==> src/rtl/cls_pkg.sv <==
// Shared types and constants for the core-lockstep voter.
package cls_pkg;

  typedef enum logic [1:0] {
    CLS_RUN     = 2'd0,
    CLS_RECOVER = 2'd1,
    CLS_HALT    = 2'd2
  } cls_state_e;

  localparam logic CLS_MODE_DETECT = 1'b0;
  localparam logic CLS_MODE_VOTE   = 1'b1;

  // Layout of one core's 71-bit compared bus.
  localparam int CLS_INSTR_REQ_OFS  = 0;
  localparam int CLS_INSTR_ADDR_OFS = 1;   // 16 bits
  localparam int CLS_DATA_REQ_OFS   = 17;
  localparam int CLS_DATA_WE_OFS    = 18;
  localparam int CLS_DATA_BE_OFS    = 19;  // 4 bits
  localparam int CLS_DATA_ADDR_OFS  = 23;  // 15 bits
  localparam int CLS_WDATA_OFS      = 38;  // 32 bits
  localparam int CLS_BUSY_OFS       = 70;
  localparam int CLS_BUS_W          = 71;

endpackage

==> src/rtl/cls_majority.sv <==
// Combinational per-bit majority vote over the enabled cores, plus the
// per-core disagreement vector and its population count.
module cls_majority #(
  parameter int NUM_CORES = 3,
  parameter int BUS_W     = 71,
  parameter int CNT_W     = 2
) (
  input  logic [NUM_CORES*BUS_W-1:0] bus_i,
  input  logic [NUM_CORES-1:0]       en_i,
  output logic [BUS_W-1:0]           voted_o,
  output logic [NUM_CORES-1:0]       dis_o,
  output logic [CNT_W-1:0]           dis_cnt_o
);

  logic [CNT_W-1:0] n_en;
  logic [CNT_W-1:0] ones;
  logic             low_bit;
  logic             found;

  // Majority per bit; a tie falls back to the lowest-index enabled core.
  always_comb begin
    n_en      = '0;
    ones      = '0;
    low_bit   = 1'b0;
    found     = 1'b0;
    voted_o   = '0;
    dis_o     = '0;
    dis_cnt_o = '0;
    for (int i = 0; i < NUM_CORES; i++) begin
      n_en = n_en + CNT_W'(en_i[i]);
    end
    for (int b = 0; b < BUS_W; b++) begin
      ones    = '0;
      low_bit = 1'b0;
      found   = 1'b0;
      for (int i = 0; i < NUM_CORES; i++) begin
        if (en_i[i]) begin
          ones = ones + CNT_W'(bus_i[i*BUS_W+b]);
          if (!found) begin
            low_bit = bus_i[i*BUS_W+b];
            found   = 1'b1;
          end
        end
      end
      if ({ones, 1'b0} > {1'b0, n_en})
        voted_o[b] = 1'b1;
      else if ({ones, 1'b0} == {1'b0, n_en})
        voted_o[b] = low_bit;
      else
        voted_o[b] = 1'b0;
    end
    for (int i = 0; i < NUM_CORES; i++) begin
      dis_o[i]  = en_i[i] && (bus_i[i*BUS_W +: BUS_W] != voted_o);
      dis_cnt_o = dis_cnt_o + CNT_W'(dis_o[i]);
    end
  end

endmodule

==> src/rtl/cls_vote_unit.sv <==
// N-way lockstep voter: majority bus to memory, fault classification,
// per-core error counters with masking, and bounded core-reset recovery.
module cls_vote_unit
  import cls_pkg::*;
#(
  parameter int NUM_CORES   = 3,
  parameter int BUS_W       = 71,
  parameter int ERR_CNT_W   = 4,
  parameter int ERR_THRESH  = 8,
  parameter int RST_CYCLES  = 16,
  parameter int MAX_RECOVER = 3
) (
  input  logic                           clk_i,
  input  logic                           rst_i,
  input  logic                           mode_i,
  input  logic                           clr_i,
  input  logic [NUM_CORES*BUS_W-1:0]     bus_i,
  output logic [BUS_W-1:0]               voted_o,
  output logic [NUM_CORES-1:0]           core_en_o,
  output logic [NUM_CORES-1:0]           mismatch_o,
  output logic [NUM_CORES*ERR_CNT_W-1:0] err_cnt_o,
  output logic                           core_rst_o,
  output logic                           fault_o,
  output logic [1:0]                     state_o
);

  localparam int CNT_W = $clog2(NUM_CORES + 1);
  localparam int RST_W = $clog2(RST_CYCLES + 1);
  localparam int REC_W = $clog2(MAX_RECOVER + 1);
  localparam logic [ERR_CNT_W-1:0] CNT_MAX = '1;

  function automatic logic [ERR_CNT_W-1:0] sat_inc(input logic [ERR_CNT_W-1:0] v);
    return (v == CNT_MAX) ? v : v + ERR_CNT_W'(1);
  endfunction

  function automatic logic [CNT_W-1:0] popcnt(input logic [NUM_CORES-1:0] v);
    logic [CNT_W-1:0] n;
    n = '0;
    for (int i = 0; i < NUM_CORES; i++) n = n + CNT_W'(v[i]);
    return n;
  endfunction

  cls_state_e             state_q;
  logic [RST_W-1:0]       rst_cnt_q;
  logic [REC_W-1:0]       rec_cnt_q;
  logic [NUM_CORES-1:0]   en_q;
  logic [NUM_CORES-1:0]   mismatch_p1;
  logic [ERR_CNT_W-1:0]   cnt_q [NUM_CORES];
  logic                   fault_q;

  logic [NUM_CORES-1:0]   dis_vec;
  logic [CNT_W-1:0]       dis_cnt;

  cls_majority #(
    .NUM_CORES (NUM_CORES),
    .BUS_W     (BUS_W),
    .CNT_W     (CNT_W)
  ) u_majority (
    .bus_i     (bus_i),
    .en_i      (en_q),
    .voted_o   (voted_o),
    .dis_o     (dis_vec),
    .dis_cnt_o (dis_cnt)
  );

  logic [CNT_W-1:0]     n_en;
  logic                 check;
  logic                 corr_ok;
  logic                 corr;
  logic                 uncorr;
  logic [ERR_CNT_W-1:0] cnt_inc [NUM_CORES];
  logic [NUM_CORES-1:0] thr_hit;
  logic [NUM_CORES-1:0] en_try;
  logic                 mask_halt;
  logic [REC_W-1:0]     rec_inc;
  logic                 rec_halt;

  // Classify the current cycle and precompute counter/mask/recovery updates.
  always_comb begin
    n_en    = popcnt(en_q);
    check   = (state_q == CLS_RUN) && (n_en >= CNT_W'(2));
    corr_ok = (mode_i == CLS_MODE_VOTE) && (n_en >= CNT_W'(3)) &&
              (dis_cnt <= ((n_en - CNT_W'(1)) >> 1));
    corr    = check && (dis_cnt != '0) && corr_ok;
    uncorr  = check && (dis_cnt != '0) && !corr_ok;
    thr_hit = '0;
    for (int i = 0; i < NUM_CORES; i++) begin
      cnt_inc[i] = dis_vec[i] ? sat_inc(cnt_q[i]) : cnt_q[i];
      thr_hit[i] = dis_vec[i] && (cnt_inc[i] >= ERR_CNT_W'(ERR_THRESH));
    end
    // A clear in the same cycle wins, so no threshold can be crossed then.
    en_try    = en_q & ~(clr_i ? '0 : thr_hit);
    mask_halt = corr && (popcnt(en_try) < CNT_W'(2));
    rec_inc   = rec_cnt_q + REC_W'(1);
    rec_halt  = (rec_inc >= REC_W'(MAX_RECOVER));
  end

  // Recovery FSM, counters, enable mask and registered disagreement vector.
  always_ff @(posedge clk_i or posedge rst_i) begin
    if (rst_i) begin
      state_q     <= CLS_RECOVER;
      rst_cnt_q   <= RST_W'(RST_CYCLES);
      rec_cnt_q   <= '0;
      en_q        <= '1;
      mismatch_p1 <= '0;
      fault_q     <= 1'b0;
      for (int i = 0; i < NUM_CORES; i++) cnt_q[i] <= '0;
    end else begin
      mismatch_p1 <= '0;
      case (state_q)
        CLS_RUN: begin
          if (check) begin
            mismatch_p1 <= dis_vec;
            if (uncorr) begin
              rec_cnt_q <= rec_inc;
              if (rec_halt) begin
                state_q <= CLS_HALT;
                fault_q <= 1'b1;
              end else begin
                state_q     <= CLS_RECOVER;
                rst_cnt_q   <= RST_W'(RST_CYCLES);
                mismatch_p1 <= '0;
              end
            end else if (corr) begin
              for (int i = 0; i < NUM_CORES; i++) cnt_q[i] <= cnt_inc[i];
              if (mask_halt) begin
                state_q <= CLS_HALT;
                fault_q <= 1'b1;
              end else begin
                en_q <= en_try;
              end
            end
          end
        end
        CLS_RECOVER: begin
          rst_cnt_q <= rst_cnt_q - RST_W'(1);
          if (rst_cnt_q == RST_W'(1)) state_q <= CLS_RUN;
        end
        default: state_q <= CLS_HALT;
      endcase
      if (clr_i) begin
        rec_cnt_q <= '0;
        for (int i = 0; i < NUM_CORES; i++) cnt_q[i] <= '0;
      end
    end
  end

  // Flatten counters and drive status outputs from registered state.
  always_comb begin
    for (int i = 0; i < NUM_CORES; i++) err_cnt_o[i*ERR_CNT_W +: ERR_CNT_W] = cnt_q[i];
    core_en_o  = en_q;
    mismatch_o = mismatch_p1;
    core_rst_o = (state_q != CLS_RUN);
    fault_o    = fault_q;
    state_o    = state_q;
  end

endmodule
==> config.mk <==
export PLATFORM = sky130hd
export DESIGN_NAME = cls_vote_unit
export DESIGN_NICKNAME = d
export VERILOG_FILES = /design/src/rtl/cls_pkg.sv /design/src/rtl/cls_majority.sv /design/src/rtl/cls_vote_unit.sv
export SDC_FILE = /design/constraint.sdc
export NUM_CORES = 1
export LEC_CHECK = 0
export BUFFER_PORTS_ARGS = -buffer_cell sky130_fd_sc_hd__buf_2
export CAP_MARGIN = 20
export CORE_ASPECT_RATIO = 1.1
export CORE_MARGIN = 1.5
export CORE_UTILIZATION = 60
export CTS_CLUSTER_DIAMETER = 100
export CTS_CLUSTER_SIZE = 40
export DETAILED_ROUTE_END_ITERATION = 8
export PLACE_DENSITY_LB_ADDON = 0.05
export SYNTH_ARGS = -nofsm -noshare
export SYNTH_HDL_FRONTEND = slang
export SYNTH_SLANG_ARGS = --single-unit
==> constraint.sdc <==
create_clock -name clk_i -period 12.2 [get_ports clk_i]
set_input_delay 2.44 -clock clk_i [delete_from_list [all_inputs] [get_ports clk_i]]
set_output_delay 2.44 -clock clk_i [all_outputs]
set_load 0.01 [all_outputs]
# [Word level (Yosys, flattened, before mapping)]
# Index checks and enable logic that the tools add are counted.
[totals] register_bits=28 in_bits=217 elab_cells=1110
[classes] addsub=154 magnitude_cmp=79 eq_ne=87 n_mux=747 n_bitwise=4 reduce_logical=30
[op_table] op="1-bit two-way mux" count=574
[op_table] op="2-bit two-way mux" count=152
[op_table] op="3-bit by 2-bit == test with 1-bit output" count=71
[op_table] op="3-bit by 2-bit greater-than comparator with 1-bit output" count=71
[op_table] op="71-bit != test" count=3
[op_table] op="1-bit by 1-bit adder with 2-bit output" count=74
[op_table] op="2-bit by 1-bit adder with 2-bit output" count=74
[op_table] op="12-bit two-way mux" count=5
[op_table] op="4-bit two-way mux" count=6
[op_table] op="2-bit nonzero test" count=9
[op_table] op="3-bit two-way mux" count=5
[op_table] op="5-bit two-way mux" count=3
[op_table] op="1-bit logical AND" count=13
[op_table] op="4-bit by 1-bit adder with 4-bit output (second input constant)" count=3
[op_table] op="4-bit == test (second input constant)" count=3
[op_table] op="4-bit greater-or-equal comparator (second input constant)" count=3
[op_table] op="4-bit AND reduction" count=3
[op_table] op="2-bit != test (second input constant)" count=5
[op_table] op="5-bit one-hot mux with 2 select lines" count=1
[op_table] op="5-bit AND reduction" count=2
[op_table] op="2-bit greater-or-equal comparator (second input constant)" count=3
[op_table] op="3-bit != test (second input constant)" count=2
[op_table] op="5-bit by 1-bit == test with 1-bit output (second input constant)" count=1
[op_table] op="5-bit by 1-bit subtractor with 5-bit output (second input constant)" count=1
[op_table] op="13 further kinds" count=14

# [Depth between registers and ports, before layout]
[logic_depth] ltp_word=25 ltp_mapped=33 depth_no_buf=28

# [Hierarchy]
# A second synthesis with hierarchy kept.
[unflattened] cells_unflattened=1772 hier_area_um2=13500.4
[by_module_without_submodules] mod="cls_majority" instances=1 cells_per_inst=1616 area_each_um2=11883.9 seq_area_each_um2=0.0
[by_module_without_submodules] mod="cls_vote_unit" instances=1 cells_per_inst=156 area_each_um2=1616.6 seq_area_each_um2=706.9

# [Worst setup path after synthesis]
# Ideal clock, no wire load.
[synth_path] path_type="input to register" from="input bus_i[69]" to="register rst_cnt_q[3]" t_arrival_ns=8.078 path_slack_ns=3.994 stages=26 path_buffers=0 path_cell_list="and2_1 > ha_1 > mux2_2 > ha_1 > mux2_2 > ha_1 > inv_1 > a2111oi_1 > o211ai_1 > xor2_1 > nor4_1 > nand4_1 > nor4_2 > nand2_2 > nand2_1 > inv_1 > fa_1 > inv_1 > ha_1 > o21ai_0 > nand2_1 > nor2_1 > o21ai_0 > nor4_1 > xnor2_1 > nor2_1"
[synth_between] elab_chain_cells=18 elab_cells_between_ends=30 cone_classes="add/sub: 4; order compare: 2; eq/ne: 5; mux: 10; reduce/logical: 9"
[synth_rtl] element="start: declaration" line="cls_vote_unit.sv:17" source="input logic [NUM_CORES*BUS_W-1:0] bus_i,"
[synth_rtl] element="branches (longest 7 deep; another with 3-bit by 2-bit greater-than comparator with 1-bit output)"
[synth_rtl] element="1-bit two-way mux (*)" line="cls_majority.sv:45" source="if ({ones, 1'b0} > {1'b0, n_en})"
[synth_rtl] element="net voted_o[69]" line="cls_vote_unit.sv:18" source="output logic [BUS_W-1:0] voted_o,"
[synth_rtl] element="71-bit != test" line="cls_majority.sv:53" source="dis_o[i] = en_i[i] && (bus_i[i*BUS_W +: BUS_W] != voted_o);"
[synth_rtl] element="1-bit logical AND" line="cls_majority.sv:53"
[synth_rtl] element="1-bit by 1-bit adder with 2-bit output" line="cls_majority.sv:54" source="dis_cnt_o = dis_cnt_o + CNT_W'(dis_o[i]);"
[synth_rtl] element="2-bit by 1-bit adder with 2-bit output (*)" line="cls_majority.sv:54"
[synth_rtl] element="2-bit by 1-bit less-or-equal comparator with 1-bit output" line="cls_vote_unit.sv:83" source="(dis_cnt <= ((n_en - CNT_W'(1)) >> 1));"
[synth_rtl] element="1-bit logical AND" line="cls_vote_unit.sv:82" source="corr_ok = (mode_i == CLS_MODE_VOTE) && (n_en >= CNT_W'(3)) &&"
[synth_rtl] element="1-bit logical NOT" line="cls_vote_unit.sv:85" source="uncorr = check && (dis_cnt != '0) && !corr_ok;"
[synth_rtl] element="1-bit logical AND (*)" line="cls_vote_unit.sv:85"
[synth_rtl] element="2-bit != test (no source line) (*)"
[synth_rtl] element="4-bit AND reduction (no source line) (*)"
[synth_rtl] element="end signal: assignment" line="cls_vote_unit.sv:102" source="rst_cnt_q <= RST_W'(RST_CYCLES);"
[synth_rtl] element="end signal: assignment" line="cls_vote_unit.sv:121" source="rst_cnt_q <= RST_W'(RST_CYCLES);"
[synth_rtl] element="end signal: assignment" line="cls_vote_unit.sv:136" source="rst_cnt_q <= rst_cnt_q - RST_W'(1);"
[synth_rtl] element="end: declaration" line="cls_vote_unit.sv:44" source="logic [RST_W-1:0] rst_cnt_q;"
# Mark *: on every way through the listed nets, which the timed path passes.
# A chain may end at the register's enable or synchronous reset.

# [Worst setup path after layout]
[layout_path] from="input bus_i[28]" to="register rst_cnt_q[3]"
[layout_between] elab_chain_cells=18 elab_cells_between_ends=30 cone_classes="add/sub: 4; order compare: 2; eq/ne: 5; mux: 10; reduce/logical: 9"
[layout_rtl] element="branches (longest 11 deep; another with 3-bit by 2-bit greater-than comparator with 1-bit output)"
[layout_rtl] element="2-bit by 1-bit adder with 2-bit output (*)" line="cls_majority.sv:54"
[layout_rtl] element="2-bit by 1-bit less-or-equal comparator with 1-bit output" line="cls_vote_unit.sv:83"
[layout_rtl] element="1-bit logical AND" line="cls_vote_unit.sv:82"
[layout_rtl] element="1-bit logical NOT" line="cls_vote_unit.sv:85"
[layout_rtl] element="1-bit logical AND (*)" line="cls_vote_unit.sv:85"
[layout_rtl] element="2-bit != test (no source line) (*)"
[layout_rtl] element="4-bit AND reduction (no source line) (*)"
# Every way passes the cells marked *.

==> impl_metrics.env <==
export IMPL_port_buffers=309
export IMPL_path_common_cell="ha_1"
export IMPL_first_iter_violations=981
export IMPL_initial_core_util=0.616
export IMPL_drc_errors=0
export IMPL_syn_inst=1848
export IMPL_synthToLayoutAreaGrowth_pct=12.6
export IMPL_nFillCells=2080
export IMPL_cp_top_family="simple AND/OR/NAND/NOR gates"
export IMPL_grt_pass1_wl_mm=74.3
export IMPL_die_w_um=150
export IMPL_seq_area_um2=718
export IMPL_root_buffer="clkbuf_16"
export IMPL_grt_pass1_vias=14400
export IMPL_yosysSeqAreaShare=0.0499
export IMPL_yosysWarnings=0
export IMPL_ctsResizeCount=0
export IMPL_critPathLaunchType="input port"
export IMPL_ys_seq_elements=28
export IMPL_slew_violations=0
export IMPL_p_leak_nw=7.50
export IMPL_timing_hold_violations_final=0
export IMPL_cts_tree="yes"
export IMPL_drive_above_1_share=0.247
export IMPL_worstMarginPinSlew_ns=1.09
export IMPL_crit_path_max_fanout=5
export IMPL_critPathSlowestCell="nor4_1"
export IMPL_clk_latency_ns=0.27
export IMPL_worstPathArrival_ns=9.47
export IMPL_synth_edf_count=0
export IMPL_max_freq_ghz=0.107
export IMPL_slew_headroom=0.274
export IMPL_max_stage_delay_ns=0.73
export IMPL_timing_worst_setup_path_type="in -> reg"
export IMPL_final_hold_worst_slack_ns=0.470
export IMPL_num_rows=58
export IMPL_fin_skew_ns=0.00290
export IMPL_ir_drop_uv=58.9
export IMPL_routed_wl_mm=48.0
export IMPL_async_flop_share=1.00
export IMPL_multi_input_area_mm2=0.0125
export IMPL_synth_ff_type="dfrtp_1"
export IMPL_synthMuxAreaShare=0.109
export IMPL_globalRoute_totalOverflow=0
export IMPL_cts_setup_buffers=0
export IMPL_layout_commonest_cell="buf_2"
export IMPL_worst_setup_path_end_kind="flop"
export IMPL_grt_antenna_before_repair=16
export IMPL_path_buf_inv=4
export IMPL_synth_compound_area_frac=0.226
export IMPL_detail_route_antenna_nets=0
export IMPL_synth_nets=2289
export IMPL_grt_use_total=0.381
export IMPL_coreArea_mm2=0.0230
export IMPL_avgSynthCellArea_um2=7.67
export IMPL_cts_hold_repair_buffers=0
export IMPL_fin_crit_sh=0.765
export IMPL_power_mw=0.744
export IMPL_die_area_mm2=0.0245
export IMPL_ioPinCount=310
export IMPL_place_area_mm2=0.0158
export IMPL_grt_max_degree=89
export IMPL_syn_cell_area_mm2=0.0142
export IMPL_post_route_util=0.693
export IMPL_die_h_um=164
export IMPL_synth_simple_area_share=0.208
export IMPL_cap_viol_max_count=0
export IMPL_place_hpwl_mm=36.8
export IMPL_finalWorstSetupSlack_ns=2.87
export IMPL_finalSetupViolCount=0
export IMPL_h_tree_depth=1
export IMPL_rsz0062_at_grt="no"
export IMPL_ys_types=78
export IMPL_status="completed"
export IMPL_critPathRequiredTime_ns=12.34
export IMPL_postLayoutCellArea_mm2=0.0160
export IMPL_dpl_cell_count=2388
export IMPL_power_density_mw_per_mm2=46.7
export IMPL_drt_pass1_iter_count=6
export IMPL_cts_buffers=3
export IMPL_clkSlewWorstSetupHoldPaths_ns=0.07
export IMPL_routedWlPerCell_um=20.0
export IMPL_layoutNonFillerInstCount=2405
export IMPL_fin_crit_ns=9.33
export IMPL_synthAdderAreaFrac=0.199
export IMPL_dp_slack_ns=2.82
export IMPL_clock_sinks=28
export IMPL_synth_xor_area_frac=0.138
export IMPL_final_cell_mix="buf_2 (309), nand2_1 (225), ha_1 (222)"
export IMPL_vias=15200
export IMPL_fin_setup_tns_ns=0
export IMPL_cts_max_path_buffers=2
export IMPL_synth_top_family_by_area="compound AO/OA/AOI/OAI gates"
export IMPL_gp_congestion=0.946
export IMPL_finalNetCount=2534
export IMPL_min_path_type="reg -> reg"
export IMPL_routed_via_density=6.33
==> worst paths after layout <==
kind,start,to,slack (ns),cells after the start
min,state_o[1],state_o[0],0.47,1
min reg2reg,state_o[1],state_o[0],0.47,1
min in group asynchronous,rst_i,err_cnt_o[4],2.22,3
max reg2reg,core_en_o[1],rst_cnt_q[3],3.30,26
max,bus_i[28],rst_cnt_q[3],2.87,27
max in group asynchronous,rst_i,state_o[0],9.66,3
==> cell usage after synthesis (5+ instances only) <==
master | number | area (um2)
o211a_1 | 7 | 70.1
nand4_1 | 26 | 163
a211oi_2 | 21 | 263
o21a_1 | 19 | 143
nor4_1 | 36 | 225
buf_1 | 11 | 41.3
ha_1 | 222 | 2780
nor3_1 | 20 | 100
or2_2 | 5 | 31.3
mux2_2 | 133 | 1500
o21ai_0 | 30 | 150
o311a_1 | 11 | 110
a31oi_1 | 7 | 43.8
inv_1 | 151 | 567
xor2_1 | 100 | 876
o22ai_1 | 16 | 100
nand2_1 | 225 | 845
a211o_1 | 35 | 307
and3b_1 | 6 | 52.6
nand3_1 | 18 | 90.1
a21o_1 | 6 | 45.0
a21oi_1 | 75 | 375
xnor2_1 | 124 | 1090
o31ai_1 | 13 | 97.6
a221o_1 | 8 | 80.1
o221ai_1 | 7 | 61.3
and2_1 | 57 | 357
a221oi_1 | 18 | 158
buf_4 | 9 | 67.6
nand3b_1 | 13 | 97.6
o32ai_1 | 11 | 96.3
nor2b_1 | 23 | 144
a211oi_1 | 40 | 300
o2111ai_1 | 10 | 87.6
dfstp_2 | 5 | 131
dfrtp_1 | 23 | 576
a221oi_2 | 5 | 75.1
a32o_1 | 9 | 90.1
clkbuf_1 | 24 | 90.1
o211ai_1 | 23 | 173
buf_2 | 38 | 190
and3_1 | 5 | 31.3
nor2_1 | 82 | 308
nand2b_1 | 61 | 382
a2111oi_2 | 5 | 75.1
==> registers in the layout, indices dropped and copies added (netlist names) <==
signal and flops:
err_cnt_o 12, rst_cnt_q 5, core_en_o 3, mismatch_o 3, rec_cnt_q 2, state_o 2
fault_o 1
==> cell families (layout without fill, tap and decap cells) <==
| kind of cell | count (synthesis) | after routing |
|---|---|---|
| AND/OR/NAND/NOR | 592 | 592 |
| AO/OA/AOI/OAI | 405 | 405 |
| buffers and inverters | 237 | 481 |
| adder cells (fa/ha/maj) | 224 | 224 |
| XOR/XNOR | 224 | 224 |
| multiplexers | 138 | 138 |
| flip-flops | 28 | 28 |
| other | 0 | 13 |
==> final cells by class <==
class | count | area share
repair buffers | 324 | 0.104
clock buffers | 4 | 0.00628
flip-flops and latches | 28 | 0.0450
diodes | 13 | 0.00204
multi-input cells | 1583 | 0.783
well taps | 300 | 0.0235
inverters | 153 | 0.0360
==> layer usage <==
layer | share of wire | GRT usage | vias up
met5 | 0.0013 | 0 | -
met4 | 0.045 | 0.176 | 10
met3 | 0.090 | 0.0606 | 136
met2 | 0.45 | 0.618 | 663
met1 | 0.41 | 0.492 | 7190
li1 | - | - | 7236
==> power by group <==
part	switching, mW	leakage (nW)	internal, mW	total, mW
clock	0.0326	0.0494	0.0572	0.0897
sequential	0.00000000000000000191	0.357	0.0928	0.0928
combinational	0.317	7.10	0.245	0.562
total	0.349	7.50	0.395	0.744
(Power assumes the default switching activity.)
